==> config.mk <==
export PLATFORM = sky130hd
export DESIGN_NAME = logic_fifo_read_stream
export DESIGN_NICKNAME = d
export VERILOG_FILES = /design/src/rtl/logic_fifo_read_stream_pkg.sv /design/src/rtl/logic_fifo_read_stream_buffer.sv /design/src/rtl/logic_fifo_read_stream.sv
export SDC_FILE = /design/constraint.sdc
export NUM_CORES = 1
export LEC_CHECK = 0
export ABC_AREA = 1
export CAP_MARGIN = 20
export CORE_MARGIN = 8
export CORE_UTILIZATION = 35
export CTS_CLUSTER_DIAMETER = 100
export DETAILED_ROUTE_END_ITERATION = 16
export GPL_TIMING_DRIVEN = 0
export PLACE_DENSITY = 0.52
export SYNTH_ARGS = -nofsm -noshare
export SYNTH_HDL_FRONTEND = slang
export SYNTH_SLANG_ARGS = --single-unit
==> constraint.sdc <==
create_clock -name aclk -period 2.4 [get_ports aclk]
set_input_delay 0.24 -clock aclk [delete_from_list [all_inputs] [get_ports aclk]]
set_output_delay 0.24 -clock aclk [all_outputs]
set_load 0.05 [all_outputs]
==> src/rtl/logic_fifo_read_stream_pkg.sv <==
// logic_fifo_read_stream_pkg
// Shared sizing helpers for the FIFO-read-to-stream adapter.
//   depth(read_latency)  : prefetch buffer entries needed to cover the read latency
//   count_width(depth)   : bits needed to hold an occupancy value 0..depth
// Also provides the LOGIC_DRC elaboration-time parameter check macro.

`ifndef LOGIC_DRC
`define LOGIC_DRC(label, cond, msg) \
    if (!(cond)) begin : label \
        $error(msg); \
    end
`endif

package logic_fifo_read_stream_pkg;

    // One entry per read in flight, one for the word being presented,
    // and one so a request can be issued in the cycle of a pop.
    function automatic int depth(input int read_latency);
        return read_latency + 2;
    endfunction

    function automatic int count_width(input int entries);
        return $clog2(entries + 1);
    endfunction

endpackage

==> src/rtl/logic_fifo_read_stream_buffer.sv <==
// logic_fifo_read_stream_buffer
// DEPTH x WIDTH circular prefetch buffer with a combinational head read.
// Ports:
//   clk, srst           : clock, synchronous active-high reset (pointers/count only)
//   push, push_data     : write push_data at the tail
//   pop                 : retire the head entry
//   head_data           : current head entry
//   count, full, empty  : occupancy status

module logic_fifo_read_stream_buffer
    import logic_fifo_read_stream_pkg::*;
#(
    parameter int WIDTH = 1,
    parameter int DEPTH = 3,
    localparam int CW   = count_width(DEPTH),
    localparam int PW   = (DEPTH > 1) ? $clog2(DEPTH) : 1
) (
    input  logic             clk,
    input  logic             srst,
    input  logic             push,
    input  logic [WIDTH-1:0] push_data,
    input  logic             pop,
    output logic [WIDTH-1:0] head_data,
    output logic [CW-1:0]    count,
    output logic             full,
    output logic             empty
);

    logic [WIDTH-1:0] mem [DEPTH];
    logic [PW-1:0]    head_reg;
    logic [PW-1:0]    tail_reg;
    logic [CW-1:0]    count_reg;

    // DEPTH is generally not a power of two, so wrap explicitly.
    function automatic logic [PW-1:0] ptr_inc(input logic [PW-1:0] p);
        return (p == PW'(DEPTH - 1)) ? '0 : p + PW'(1);
    endfunction

    // Storage carries no reset; stale contents are never exposed because
    // count gates tx_tvalid.
    always_ff @(posedge clk) begin
        if (push) begin
            mem[tail_reg] <= push_data;
        end
    end

    always_ff @(posedge clk) begin
        if (srst) begin
            head_reg  <= '0;
            tail_reg  <= '0;
            count_reg <= '0;
        end else begin
            if (push) begin
                tail_reg <= ptr_inc(tail_reg);
            end
            if (pop) begin
                head_reg <= ptr_inc(head_reg);
            end
            case ({push, pop})
                2'b10:   count_reg <= count_reg + CW'(1);
                2'b01:   count_reg <= count_reg - CW'(1);
                default: count_reg <= count_reg;
            endcase
        end
    end

    assign head_data = mem[head_reg];
    assign count     = count_reg;
    assign full      = (count_reg == CW'(DEPTH));
    assign empty     = (count_reg == '0);

    // The credit rule upstream must make these impossible.
    overflow_check: assert property (@(posedge clk) disable iff (srst)
        !(push && full && !pop));
    underflow_check: assert property (@(posedge clk) disable iff (srst)
        !(pop && empty));

endmodule

==> src/rtl/logic_fifo_read_stream.sv <==
// logic_fifo_read_stream
// Drains a non-show-ahead FIFO read port (fixed READ_LATENCY) into an
// AXI4-Stream transmitter at one word per cycle. Reads are issued on credit:
// a request is made only when the buffer is guaranteed room for the returning word.
// Ports:
//   aclk, reset       : clock, synchronous active-high reset
//   fifo_empty        : source FIFO has no words
//   fifo_read_enable  : read request to the source FIFO
//   fifo_read_data    : source data, valid READ_LATENCY cycles after a request
//   tx_tvalid/tready  : stream handshake
//   tx_tdata          : stream data (buffer head)

module logic_fifo_read_stream
    import logic_fifo_read_stream_pkg::*;
#(
    parameter int WIDTH        = 1,
    parameter int READ_LATENCY = 1,
    localparam int DEPTH       = depth(READ_LATENCY),
    localparam int CW          = count_width(DEPTH)
) (
    input  logic             aclk,
    input  logic             reset,
    input  logic             fifo_empty,
    output logic             fifo_read_enable,
    input  logic [WIDTH-1:0] fifo_read_data,
    output logic             tx_tvalid,
    input  logic             tx_tready,
    output logic [WIDTH-1:0] tx_tdata
);

    `LOGIC_DRC(g_drc_read_latency, (READ_LATENCY >= 1) && (READ_LATENCY <= 4),
               "logic_fifo_read_stream: READ_LATENCY must be 1..4")
    `LOGIC_DRC(g_drc_width, (WIDTH >= 1),
               "logic_fifo_read_stream: WIDTH must be >= 1")

    localparam logic [CW:0] DEPTH_W = (CW + 1)'(DEPTH);

    logic                    run_reg;
    logic [READ_LATENCY-1:0] vld_reg;
    logic [CW-1:0]           inflight_reg;
    logic [CW-1:0]           inflight_next;
    logic [CW-1:0]           count;
    logic [CW:0]             committed;
    logic                    buf_full;
    logic                    buf_empty;
    logic                    data_return;
    logic                    pop;

    // Holds requests off in the first cycle after reset release.
    always_ff @(posedge aclk) begin
        if (reset) begin
            run_reg <= 1'b0;
        end else begin
            run_reg <= 1'b1;
        end
    end

    // Words held plus words still on their way must fit in the buffer.
    assign committed        = {1'b0, count} + {1'b0, inflight_reg};
    assign fifo_read_enable = !reset && run_reg && !fifo_empty && (committed < DEPTH_W);

    // Valid pipeline mirrors the FIFO read latency; the last stage marks
    // fifo_read_data as a real word.
    always_ff @(posedge aclk) begin
        if (reset) begin
            vld_reg <= '0;
        end else begin
            vld_reg[0] <= fifo_read_enable;
            for (int i = 1; i < READ_LATENCY; i++) begin
                vld_reg[i] <= vld_reg[i-1];
            end
        end
    end

    assign data_return = vld_reg[READ_LATENCY-1];

    always_comb begin
        inflight_next = inflight_reg;
        case ({fifo_read_enable, data_return})
            2'b10:   inflight_next = inflight_reg + CW'(1);
            2'b01:   inflight_next = inflight_reg - CW'(1);
            default: inflight_next = inflight_reg;
        endcase
    end

    always_ff @(posedge aclk) begin
        if (reset) begin
            inflight_reg <= '0;
        end else begin
            inflight_reg <= inflight_next;
        end
    end

    assign tx_tvalid = !buf_empty;
    assign pop       = tx_tvalid && tx_tready;

    logic_fifo_read_stream_buffer #(
        .WIDTH (WIDTH),
        .DEPTH (DEPTH)
    ) u_buffer (
        .clk       (aclk),
        .srst      (reset),
        .push      (data_return),
        .push_data (fifo_read_data),
        .pop       (pop),
        .head_data (tx_tdata),
        .count     (count),
        .full      (buf_full),
        .empty     (buf_empty)
    );

    // A full buffer leaves no credit, so no request may be issued.
    no_request_when_full: assert property (@(posedge aclk) disable iff (reset)
        buf_full |-> !fifo_read_enable);

endmodule

Word level (Yosys, flattened, before mapping):

Memories as Yosys holds them, arrays and structs flattened. A register that Yosys moved wholly into a read port is not among the register bits.
Index checks and enable logic that the tools add are counted.

* logic and storage cells: 40
* output and inout port bits: 3
* memories: 1
* bits in registers: 10
* bits of input ports: 5
* bits in latches: 0
* bits in writable memories: 3
* ROM bits: 0

* multipliers: 0
* multiplexer cells: 9
* add/sub/neg operators: 7
* $lt $le $gt $ge: 1
* equality and inequality tests: 6
* div/mod/pow operators: 0
* bitwise operators: 0
* shift operators: 0
* reductions and logical operators: 10

Memories
* u_buffer.mem: depth 3, width 1, read ports 1, clocked after memory_dff 1, write ports 1, line logic_fifo_read_stream_buffer.sv:29 `logic [WIDTH-1:0] mem [DEPTH];`

Operators by type and width (count)
* $add A2 B1 Y2 const B: 4
* $eq A2 B2 Y1 const B: 4
* $mux W2: 4
* $pmux W2 S2: 2
* $eq A2 B1 Y1 const B: 2
* $logic_and A1 B1 Y1: 4
* $reduce_bool A2 Y1: 2
* $sub A2 B1 Y2 const B: 2
* $add A2 B2 Y3: 1
* $logic_not A1 Y1: 3
* $lt A3 B2 Y1 const B: 1
* $mux W1: 3
* $logic_not A2 Y1: 1

Longest topological paths before layout:

Gate-level depths: netlist of run 1.

* depth after elaboration: 6
* depth in mapped cells: 10
* mapped depth without buffers: 10

Cells and area by module:

From an unflattened synthesis of run 1, not the netlist that was laid out.

* cell total of the unflattened synthesis: 83
* area, all modules: 655.6 µm²

Modules (own cells, without submodules)
* logic_fifo_read_stream_buffer: cells an instance 53, times used 1, sequential area each 250.2 µm², area an instance 436.7 µm²
* logic_fifo_read_stream: cells an instance 30, times used 1, sequential area each 80.1 µm², area an instance 219.0 µm²

Worst setup path before layout of run 1:

Ideal clock, no wire load.

* kind: flip-flop to flip-flop
* start: reg inflight_reg[0]
* end: reg inflight_reg[1]
* stages on the path, launching flop included: 11
* required time: 2.336 ns
* period minus slack after synthesis: 1.828 ns
* buffers on the path: 0
* library setup time: 0.064 ns
* setup slack: 0.572 ns
* arrival time: 1.764 ns
* path through: dfxtp_1 > ha_1 > fa_1 > nand2_1 > nand4_1 > ha_1 > inv_1 > nand2_1 > nor2_1 > nor2_1 > nor2_1

* cells in the longest elaborated chain, start to end: 5
* elaborated cells between the ends (all ways): 9
* classes of those cells: 3 x add/sub; 1 x order compare; 2 x eq/ne; 1 x mux; 2 x reduce/logical

RTL lines
* start, declared: line logic_fifo_read_stream.sv:40 `logic [CW-1:0] inflight_reg;`
* start signal, assigned: line logic_fifo_read_stream.sv:90 `inflight_reg <= inflight_next;`
* $add A2 B2 Y3: line logic_fifo_read_stream.sv:59 `assign committed = {1'b0, count} + {1'b0, inflight_reg};`
* $lt A3 B2 Y1: line logic_fifo_read_stream.sv:60 `assign fifo_read_enable = !reset && run_reg && !fifo_empty && (committed < DEPTH_W);`
* $logic_and A1 B1 Y1: line logic_fifo_read_stream.sv:60
* $eq A2 B1 Y1 / $eq A2 B2 Y1 (equally long branches): line logic_fifo_read_stream.sv:79 `case ({fifo_read_enable, data_return})`
* $pmux W2 S2 / $reduce_bool A2 Y1 (equally long branches)

Parallel ways exist; a longest one is shown, timed or not.
A chain may end at the register's enable or synchronous reset.

Worst setup path in the final report of run 1:

* start: reg u_buffer.count_reg[0] (netlist: u_buffer.count[0])
* end: out fifo_read_enable

* cells in the longest elaborated chain, start to end: 3

RTL lines
* start, declared: line logic_fifo_read_stream_buffer.sv:32 `logic [CW-1:0] count_reg;`
* start signal, assigned: line logic_fifo_read_stream_buffer.sv:60 `2'b10: count_reg <= count_reg + CW'(1);`
* start signal, assigned: line logic_fifo_read_stream_buffer.sv:61 `2'b01: count_reg <= count_reg - CW'(1);`
* start signal, assigned: line logic_fifo_read_stream_buffer.sv:62 `default: count_reg <= count_reg;`
* $add A2 B2 Y3: line logic_fifo_read_stream.sv:59
* $lt A3 B2 Y1: line logic_fifo_read_stream.sv:60
* $logic_and A1 B1 Y1: line logic_fifo_read_stream.sv:60
* end, declared: line logic_fifo_read_stream.sv:24 `output logic fifo_read_enable,`

No other way between the ends.

==> metrics.md, run 1 <==
| Metric | Value |
|---|---|
| Register area | 330.3 um2 |
| Initial Utilization | 0.3570 |
| Fin crit share | 0.8747 |
| Avg Inst Size Synth | 8.095 um2 |
| Core Region | 1882 um2 |
| Remaining global-route overflow | 0 |
| F_max | 476.4 MHz |
| Synth warn | 0 |
| Syn Inst Count | 83 |
| P&R area growth vs syn | 18.81% |
| # DRC | 0 |
| Antenna violations before repair | 0 |
| Final setup violation count | 0 |
| Fill cell count | 203 |
| Post-synthesis register bit count | 15 |
| Status | completed |
| DRT antenna net count | 0 |
| Hold WC Path Type | flip-flop to flip-flop |
| Post-Syn Nets | 92 |
| Post-Syn Area | 671.9 um2 |
| Sinks on Clock Net | 15 |
| Die width | 59.82 um |
| Leading cell types in the layout, fill and taps excluded | nor2_1 (15), inv_1 (13), nand2_1 (13) |
| GPL Wtd Cong | 0.7485 |
| Max cap viols | 0 |
| Routed via count | 504 |
| WP data required | 2.16 ns |
| Arrival time at the worst endpoint | 1.86 ns |
| Crit Path Category | flip-flop to output pin |
| Tot GR Track Use | 0.06481 |
| CTS clk-pin slew, worst paths | 0.09 ns |
| Cell variety after synth | 15 |
| Setup_tns | 0 ns |
| Vias in the first global route | 441 |
| TritonCTS buffer count | 3 |
| Pre-antenna DRT Iters | 4 |
| Post-CTS Setup Inserts | 0 |
| Clk root buf | clkbuf_4 |
| CP endpoint kind | output pin |
| Commonest non-fill, non-tap cell in the layout | nor2_1 |
| Worst-path maximum fanout | 4 |
| Die Ht | 59.82 um |
| IO Pins | 8 |
| Cell Pwr Density | 683.4 nW/um2 |
| I/O Buffers | 7 |
| DP Worst Slack | 0.05172 ns |
| Total Power | 0.5455 mW |
| Slew @ Worst Pin | 0.4931 ns |
| N_diodes | 0 |
| Worst hold slack | 0.4733 ns |
| First-pass GRT wire length | 1711 um |
| Fin. Hold Viols | 0 |
| Setup ws final | 0.3008 ns |
| Vias per cell | 4.165 |
| Avg WL per Cell | 8.322 um |
| Largest net degree at the start of global routing | 10 |
| Placed Area | 775.7 um2 |
| Static leakage | 0.3679 nW |
| CTS tree | yes |
| Count of pins over their slew limit | 0 |
| Slew HR | 0.6702 |
| Worst-Skew Late Latency | 0.28 ns |
| Sequential share of the synthesized area | 0.4916 |
| Final HPWL DP | 815.4 um |
| Std cell rows | 16 |
| H-tree depth | 1 |
| Multi-input gate area in the final layout | 269.0 um2 |
| Layout cells sized above 1 | 0.1277 |
| Setup Skew | 0.001035 ns |
| Worst VDD drop | 320.5 uV |
| Final Critical Period | 2.099 ns |
| Bufs on Longest Clock Path | 2 |
| Routed WL | 1007 um |
| Layout Nets | 104 |
| Drt initial violations | 8 |
| Die footprint | 3578 um2 |
| Startpoint Class | flip-flop |
| Unrepaired setup endpoints after global routing | false |
| Count of hold buffers inserted by post-cts repair | 0 |
| Post-route cell area | 798.3 um2 |
==> synth_stat cells <==
cell | instances | share of area
nand2_4 | 2 | 0.034
clkinv_4 | 1 | 0.013
inv_2 | 4 | 0.022
dfxtp_1 | 12 | 0.36
inv_1 | 13 | 0.073
nand4_1 | 3 | 0.028
nand3_1 | 2 | 0.015
nor3_1 | 1 | 0.0074
nand2_1 | 13 | 0.073
edfxtp_1 | 3 | 0.13
nor2_1 | 15 | 0.084
fa_1 | 1 | 0.030
a21oi_1 | 4 | 0.030
ha_1 | 3 | 0.056
o21ai_1 | 6 | 0.045
==> stage by stage <==
stage	cells	util
3_3_place_gp	117	0.4122
5_1_grt	121	0.4242
6_report	121	0.4242
2_1_floorplan	83	-
3_5_place_dp	117	0.4122
4_1_cts	121	0.4262
==> where the power goes <==
| part | leakage, nW | internal [mW] | switching [mW] |
|---|---|---|---|
| combinational | 0.225 | 0.0449 | 0.0720 |
| clock | 0.0177 | 0.0618 | 0.0780 |
| sequential | 0.125 | 0.274 | 0.0145 |
==> layout make-up <==
type                    count  share of cell area
inverters                  18             0.09091
multi-input cells          50              0.3370
clock inverters             1            0.006270
clock buffers               3             0.02821
flip-flops and latches     15              0.4138
well taps                  27             0.04232
repair buffers              7             0.08150
==> worst paths after layout <==
path,from,end,slack (ns),cells after the start
min reg2reg,u_buffer.tail_reg[1]$_SDFFE_PP0P_,u_buffer.tail_reg[1]$_SDFFE_PP0P_,0.47,2
max,u_buffer.count[0]$_SDFFE_PP0P_,fifo_read_enable,0.30,6
max reg2reg,u_buffer.count[0]$_SDFFE_PP0P_,inflight_reg[1]$_SDFFE_PP0P_,0.41,10
min,u_buffer.tail_reg[1]$_SDFFE_PP0P_,u_buffer.tail_reg[1]$_SDFFE_PP0P_,0.47,2
==> kinds of logic after synthesis <==
logic type                 after synthesis  share of synthesized area
AOI/OAI and AO/OA                       10                    0.07449
buffers and inverters                   18                     0.1080
and+or+nand+nor                         36                     0.2402
DFF                                     15                     0.4916
adders and majority gates                4                    0.08567
==> per-layer routing <==
metal	vias to the layer above	part of all wire	track usage	wire [um]
met1	216	0.48	0.06858	484
met5	-	0	0	0
met4	0	0	0.02041	0
li1	282	-	-	-
met2	6	0.47	0.1046	473
met3	0	0.049	0.03871	49
==> critical path, stage by stage, from the launching register on <==
cell      delay (ns)
dfxtp_1         0.40
ha_1            0.19
fa_1            0.41
nand2_1         0.08
nand4_1         0.15
inv_1           0.08
clkbuf_2        0.27
==> repair_timing <==
item / 4_1_cts / 5_1_grt
endpoints found under the hold margin: 0 / 0
endpoints found under the setup margin: 1 / 1
gates cloned: 0 / 0
gates resized for setup: 1 / 2
Power figures use the tool's default switching activity.
==> inputs of run 2 (changes only) <==
--- a/config.mk
+++ b/config.mk
@@ -12,6 +12,7 @@
 export CTS_CLUSTER_DIAMETER = 100
 export DETAILED_ROUTE_END_ITERATION = 16
 export GPL_TIMING_DRIVEN = 0
+export HOLD_SLACK_MARGIN = 0.05
 export PLACE_DENSITY = 0.52
 export SYNTH_ARGS = -nofsm -noshare
 export SYNTH_HDL_FRONTEND = slang
==> results of run 2 <==
Same layout as run 1: the final DEF is identical, and so are final timing and power.
